File: config.mk
export PLATFORM = sky130hd
export DESIGN_NAME = dmem_arbiter
export DESIGN_NICKNAME = d
export VERILOG_FILES = /design/src/rtl/dmem_arbiter.sv
export SDC_FILE = /design/constraint.sdc
export NUM_CORES = 1
export LEC_CHECK = 0
export ABC_AREA = 1
export CORE_ASPECT_RATIO = 2
export CORE_UTILIZATION = 25
export CTS_BUF_LIST = sky130_fd_sc_hd__clkbuf_4 sky130_fd_sc_hd__clkbuf_8
export CTS_CLUSTER_SIZE = 10
export DETAILED_ROUTE_END_ITERATION = 16
export PLACE_DENSITY_LB_ADDON = 0.15
export SETUP_SLACK_MARGIN = 0.2
export SYNTH_ARGS = -nofsm -noshare
export SYNTH_HDL_FRONTEND = slang
export SYNTH_SLANG_ARGS = --single-unit
File: constraint.sdc
create_clock -name clk -period 1.91 [get_ports clk]
set_input_delay 0.191 -clock clk [delete_from_list [all_inputs] [get_ports clk]]
set_output_delay 0.191 -clock clk [all_outputs]
set_load 0.005 [all_outputs]
File: src/rtl/dmem_arbiter.sv
// dmem_arbiter: two-master arbiter for the shared data-memory port.
// Master 0 is the CPU load/store path and master 1 is the UART receive DMA.
// One single-word transaction at a time runs IDLE -> ACCESS -> RESP. The read
// data is registered and returned alongside a one-cycle ack.
// Build option: define ARB_ROUND_ROBIN_EN for round-robin tie breaking.
// Without it, m0 always wins a tie.
module dmem_arbiter #(
    parameter int ADDR_W = 16,
    parameter int DATA_W = 32
) (
    input  logic              clk,
    input  logic              rst_n,
    input  logic              m0_req,
    input  logic              m0_we,
    input  logic [ADDR_W-1:0] m0_addr,
    input  logic [DATA_W-1:0] m0_wdata,
    output logic              m0_ack,
    output logic [DATA_W-1:0] m0_rdata,
    input  logic              m1_req,
    input  logic              m1_we,
    input  logic [ADDR_W-1:0] m1_addr,
    input  logic [DATA_W-1:0] m1_wdata,
    output logic              m1_ack,
    output logic [DATA_W-1:0] m1_rdata,
    output logic [ADDR_W-1:0] mem_addr,
    output logic              mem_we,
    output logic [DATA_W-1:0] mem_wdata,
    input  logic [DATA_W-1:0] mem_rdata,
    output logic              busy
);

    typedef enum logic [1:0] {
        ST_IDLE   = 2'd0,
        ST_ACCESS = 2'd1,
        ST_RESP   = 2'd2
    } state_t;

    state_t            r_state;
    state_t            w_state_next;
    logic              r_cmd_we;
    logic [ADDR_W-1:0] r_cmd_addr;
    logic [DATA_W-1:0] r_cmd_wdata;
    logic [DATA_W-1:0] r_rdata;
    logic              r_gnt_id;
    logic              r_last_grant;
    logic              w_pick_m1;
    logic              w_load_cmd;
    logic              w_capture;
    logic              w_resp;

`ifdef ARB_ROUND_ROBIN_EN
    // Winner select: a lone requester wins; on a tie the master not served last wins
    always_comb begin
        w_pick_m1 = m1_req & (~m0_req | ~r_last_grant);
    end
`else
    // Winner select: fixed priority, m0 wins every tie
    always_comb begin
        w_pick_m1 = m1_req & ~m0_req;
    end

    // last_grant is kept for parity with the round-robin build but nothing reads it here
    logic w_unused_last_grant;
    assign w_unused_last_grant = r_last_grant;
`endif

    // State register; reset drops any in-flight transaction without an ack
    always_ff @(posedge clk or negedge rst_n) begin
        if (!rst_n) begin
            r_state <= ST_IDLE;
        end else begin
            r_state <= w_state_next;
        end
    end

    // Next-state and control decode; ack, mem_we and busy all come from the state alone
    always_comb begin
        w_state_next = r_state;
        w_load_cmd   = 1'b0;
        w_capture    = 1'b0;
        w_resp       = 1'b0;
        mem_we       = 1'b0;
        busy         = 1'b1;
        m0_ack       = 1'b0;
        m1_ack       = 1'b0;
        case (r_state)
            ST_IDLE: begin
                busy = 1'b0;
                if (m0_req || m1_req) begin
                    w_load_cmd   = 1'b1;
                    w_state_next = ST_ACCESS;
                end
            end
            ST_ACCESS: begin
                mem_we       = r_cmd_we;
                w_capture    = 1'b1;
                w_state_next = ST_RESP;
            end
            ST_RESP: begin
                m0_ack       = ~r_gnt_id;
                m1_ack       = r_gnt_id;
                w_resp       = 1'b1;
                w_state_next = ST_IDLE;
            end
            default: begin
                w_state_next = ST_IDLE;
            end
        endcase
    end

    // Command latch in IDLE, read capture in ACCESS, grant history in RESP
    always_ff @(posedge clk or negedge rst_n) begin
        if (!rst_n) begin
            r_cmd_we     <= 1'b0;
            r_cmd_addr   <= '0;
            r_cmd_wdata  <= '0;
            r_rdata      <= '0;
            r_gnt_id     <= 1'b0;
            r_last_grant <= 1'b1;
        end else begin
            if (w_load_cmd) begin
                r_gnt_id    <= w_pick_m1;
                r_cmd_we    <= w_pick_m1 ? m1_we    : m0_we;
                r_cmd_addr  <= w_pick_m1 ? m1_addr  : m0_addr;
                r_cmd_wdata <= w_pick_m1 ? m1_wdata : m0_wdata;
            end
            if (w_capture) begin
                r_rdata <= mem_rdata;
            end
            if (w_resp) begin
                r_last_grant <= r_gnt_id;
            end
        end
    end

    // The memory port always shows the command registers.
    // Return data is gated so that a master without an ack sees zero.
    always_comb begin
        mem_addr  = r_cmd_addr;
        mem_wdata = r_cmd_wdata;
        m0_rdata  = m0_ack ? r_rdata : '0;
        m1_rdata  = m1_ack ? r_rdata : '0;
    end

endmodule

==> impl_metrics.json <==
{
  "outcome": "completed",
  "utilization_pct": 44.16,
  "regToRegSetupSlack_ns": 0.48,
  "first_global_vias": 4634,
  "clockBufferDepth": 2,
  "syn_nets": 731,
  "hp-start": "m1_req",
  "grt_usage_pct": 17.75,
  "crit_required_ns": 1.72,
  "power_density_nw_per_um2": 1260,
  "drtPass1Iterations": 4,
  "die-area_sq_um": 17650,
  "max_cap_violations": 0,
  "place.gp.congestion": 0.7512,
  "dp_hpwl_um": 10780,
  "clock-sinks": 84,
  "drt-initial-drc-count": 129,
  "setup_viol_count_final": 0,
  "post_drt_wl_per_cell_um": 14.43,
  "num-fill-cells": 1721,
  "numCtsBuffers": 9,
  "timing.rr.start": "r_state[1]$_DFFE_PN0P_",
  "min_path_cells": 3,
  "grt_setup_unrepaired": "yes",
  "grt-ovfl-total": 0,
  "ys_seq_elements": 84,
  "synth_cell_types": 17,
  "fp-row-count": 67,
  "nets": 985,
  "cp.arrival_ns": 1.66,
  "netlist_area_sq_um": 4273,
  "dp.cells": 1026,
  "grt_max_degree": 51,
  "yosysTopAreaCell": "dfrtp_1",
  "finalCriticalPeriod_ns": 1.851,
  "core_sq_um": 16770,
  "die_w_um": 94.44,
  "synthCells": 597,
  "htreeDepth": 3,
  "min_path_type": "input pin to flip-flop",
  "critPathKind": "flip-flop to primary output",
  "antennaDiodeCount": 0,
  "viasPerCell": 4.304,
  "ant_nets": 0,
  "critPathLaunchType": "flip-flop",
  "synth-seq-area-share_pct": 49.19,
  "finalCritPeriodShare_pct": 96.90,
  "vdd_drop_max_v": 0.0004949,
  "power.leakage_nw": 3.726,
  "die_y_um": 186.9,
  "layout_common_cells": "280 x nand2_1, 179 x clkdlybuf4s50_1, 83 x dfrtp_1",
  "avgSynthCellArea_sq_um": 7.157,
  "vias": 4575,
  "yosys.area.top_type_share_pct": 49.19,
  "crit_fanout": 4,
  "cts_root_buffer": "clkbuf_8",
  "pin_count": 250,
  "yosysWarnings": 0,
  "drc": 0,
  "cts_tree": "done",
  "area_delta_synth_final_pct": 73.26,
  "clk-insertion-delay-late_ns": 0.37,
  "synth_area_leaders": "dfrtp_1 49%, nand2_1 25%, nand3_1 6.0%, nor2_1 5.8%, inv_1 3.3%",
  "layout_commonest_cell": "nand2_1",
  "fmax_mhz": 540.3,
  "start_util_pct": 25.49,
  "port_buffers": 249,
  "grt_antenna_before_repair": 0,
  "endpoint_kind": "primary output",
  "fin_hold_ws_ns": 0.1252,
  "maxSlewViolCount": 0,
  "reg2reg_depth": 6,
  "r2r_end": "r_rdata[15]$_DFFE_PN0N_",
  "grt_pass1_wl_um": 23500,
  "final_cells": 1063,
  "clk_pin_slew_worst_paths_ns": 0.09,
  "slew-limit-headroom_pct": 66.76,
  "hold_violations": 0,
  "min_to": "r_gnt_id$_DFFE_PN0P_",
  "skew_ns": 0.01907,
  "worst_pin_slew_ns": 0.4986,
  "routed_wirelength_um": 15340,
  "drive_gt1_share_pct": 19.51
}
## kinds of logic (layout without fill, tap and decap cells)
group / count (synthesis) / after routing / share of synthesized area (%)
buffers and inverters: 79 / 338 / 9.751
and+or+nand+nor: 401 / 401 / 37.10
DFF: 84 / 84 / 49.19
AOI/OAI and AO/OA: 33 / 33 / 3.953
## routing by layer
metal	wire length [um]	vias up	GRT usage [%]
met5	0	-	0
met4	297	0	6.686
met3	807	19	2.927
met2	8939	151	35.81
met1	5295	2081	16.81
li1	-	2324	-
## worst max-delay path, cell delays in order, from the launching register on
cell,delay [ns]
dfrtp_1,0.41
inv_2,0.08
nand3b_1,0.09
buf_6,0.14
buf_8,0.13
buf_12,0.12
buf_16,0.13
nor2_2,0.07
buf_2,0.11
## cells in the mapped netlist, drive strengths merged
cell type,number
clkbuf,4
buf,35
nand3b,1
nand2,281
nand3,51
dfrtp,84
inv,40
nor2,68
o21ai,33
## where the power goes
| group | total [mW] | internal [mW] | switching, mW |
|---|---|---|---|
| sequential | 3.01 | 2.63 | 0.377 |
| clock | 1.44 | 0.743 | 0.694 |
| combinational | 4.88 | 2.38 | 2.51 |
| total | 9.33 | 5.75 | 3.58 |
## final cells by class
type | instances | area, sq um | area share, %
inverters | 40 | 150.1 | 2.028
clock inverters | 7 | 97.59 | 1.318
repair buffers | 282 | 2683 | 36.23
multi-input cells | 434 | 1987 | 26.84
well taps | 207 | 259.0 | 3.498
clock buffers | 9 | 123.9 | 1.673
flip-flops and latches | 84 | 2103 | 28.41
## worst max-delay path by stage
stage,from,end,slack (ns),depth (start not counted)
2_1_floorplan,r_state[1]$_DFFE_PN0P_,mem_addr[0]$_DFFE_PN0P_,0.82,6
3_3_place_gp,r_state[0]$_DFFE_PN0P_,m0_rdata[25],0.29,5
3_5_place_dp,r_state[0]$_DFFE_PN0P_,m0_rdata[16],0.26,5
4_1_cts,r_gnt_id$_DFFE_PN0P_,m0_rdata[0],-0.007,7
5_1_grt,r_state[0]$_DFFE_PN0P_,m0_rdata[21],-0.02,8
6_report,r_state[0]$_DFFE_PN0P_,m0_rdata[21],0.06,8
## metrics by stage
step	setup slack, ns	power [mW]	instance area [sq um]	TNS [ns]
4_1_cts	-0.006664	9.272	7288	-0.006664
5_1_grt	-0.02200	10.06	7403	-0.08088
3_5_place_dp	0.2627	7.279	6910	0
3_3_place_gp	0.2893	7.198	6910	0
6_report	0.05915	9.330	7403	0
2_1_floorplan	0.8217	5.026	4273	0
## flip-flops by register name, summed over array words and instances (netlist names)
| name | flops |
|---|---|
| r_cmd_we | 1 |
| mem_addr | 16 |
| r_rdata | 32 |
| mem_wdata | 32 |
| r_gnt_id | 1 |
| r_state | 2 |
## what timing repair did
| action | 4_1_cts | 5_1_grt |
|---|---|---|
| cloned | 6 | 0 |
| setup buffers | 10 | 4 |
| pin swaps | 1 | 0 |
| hold buffers | 1 | 0 |
| resized for setup | 265 | 76 |
| endpoints found under the setup margin | 68 | 66 |
| hold endpoints to repair | 27 | 0 |
Power figures use the tool's default switching activity.
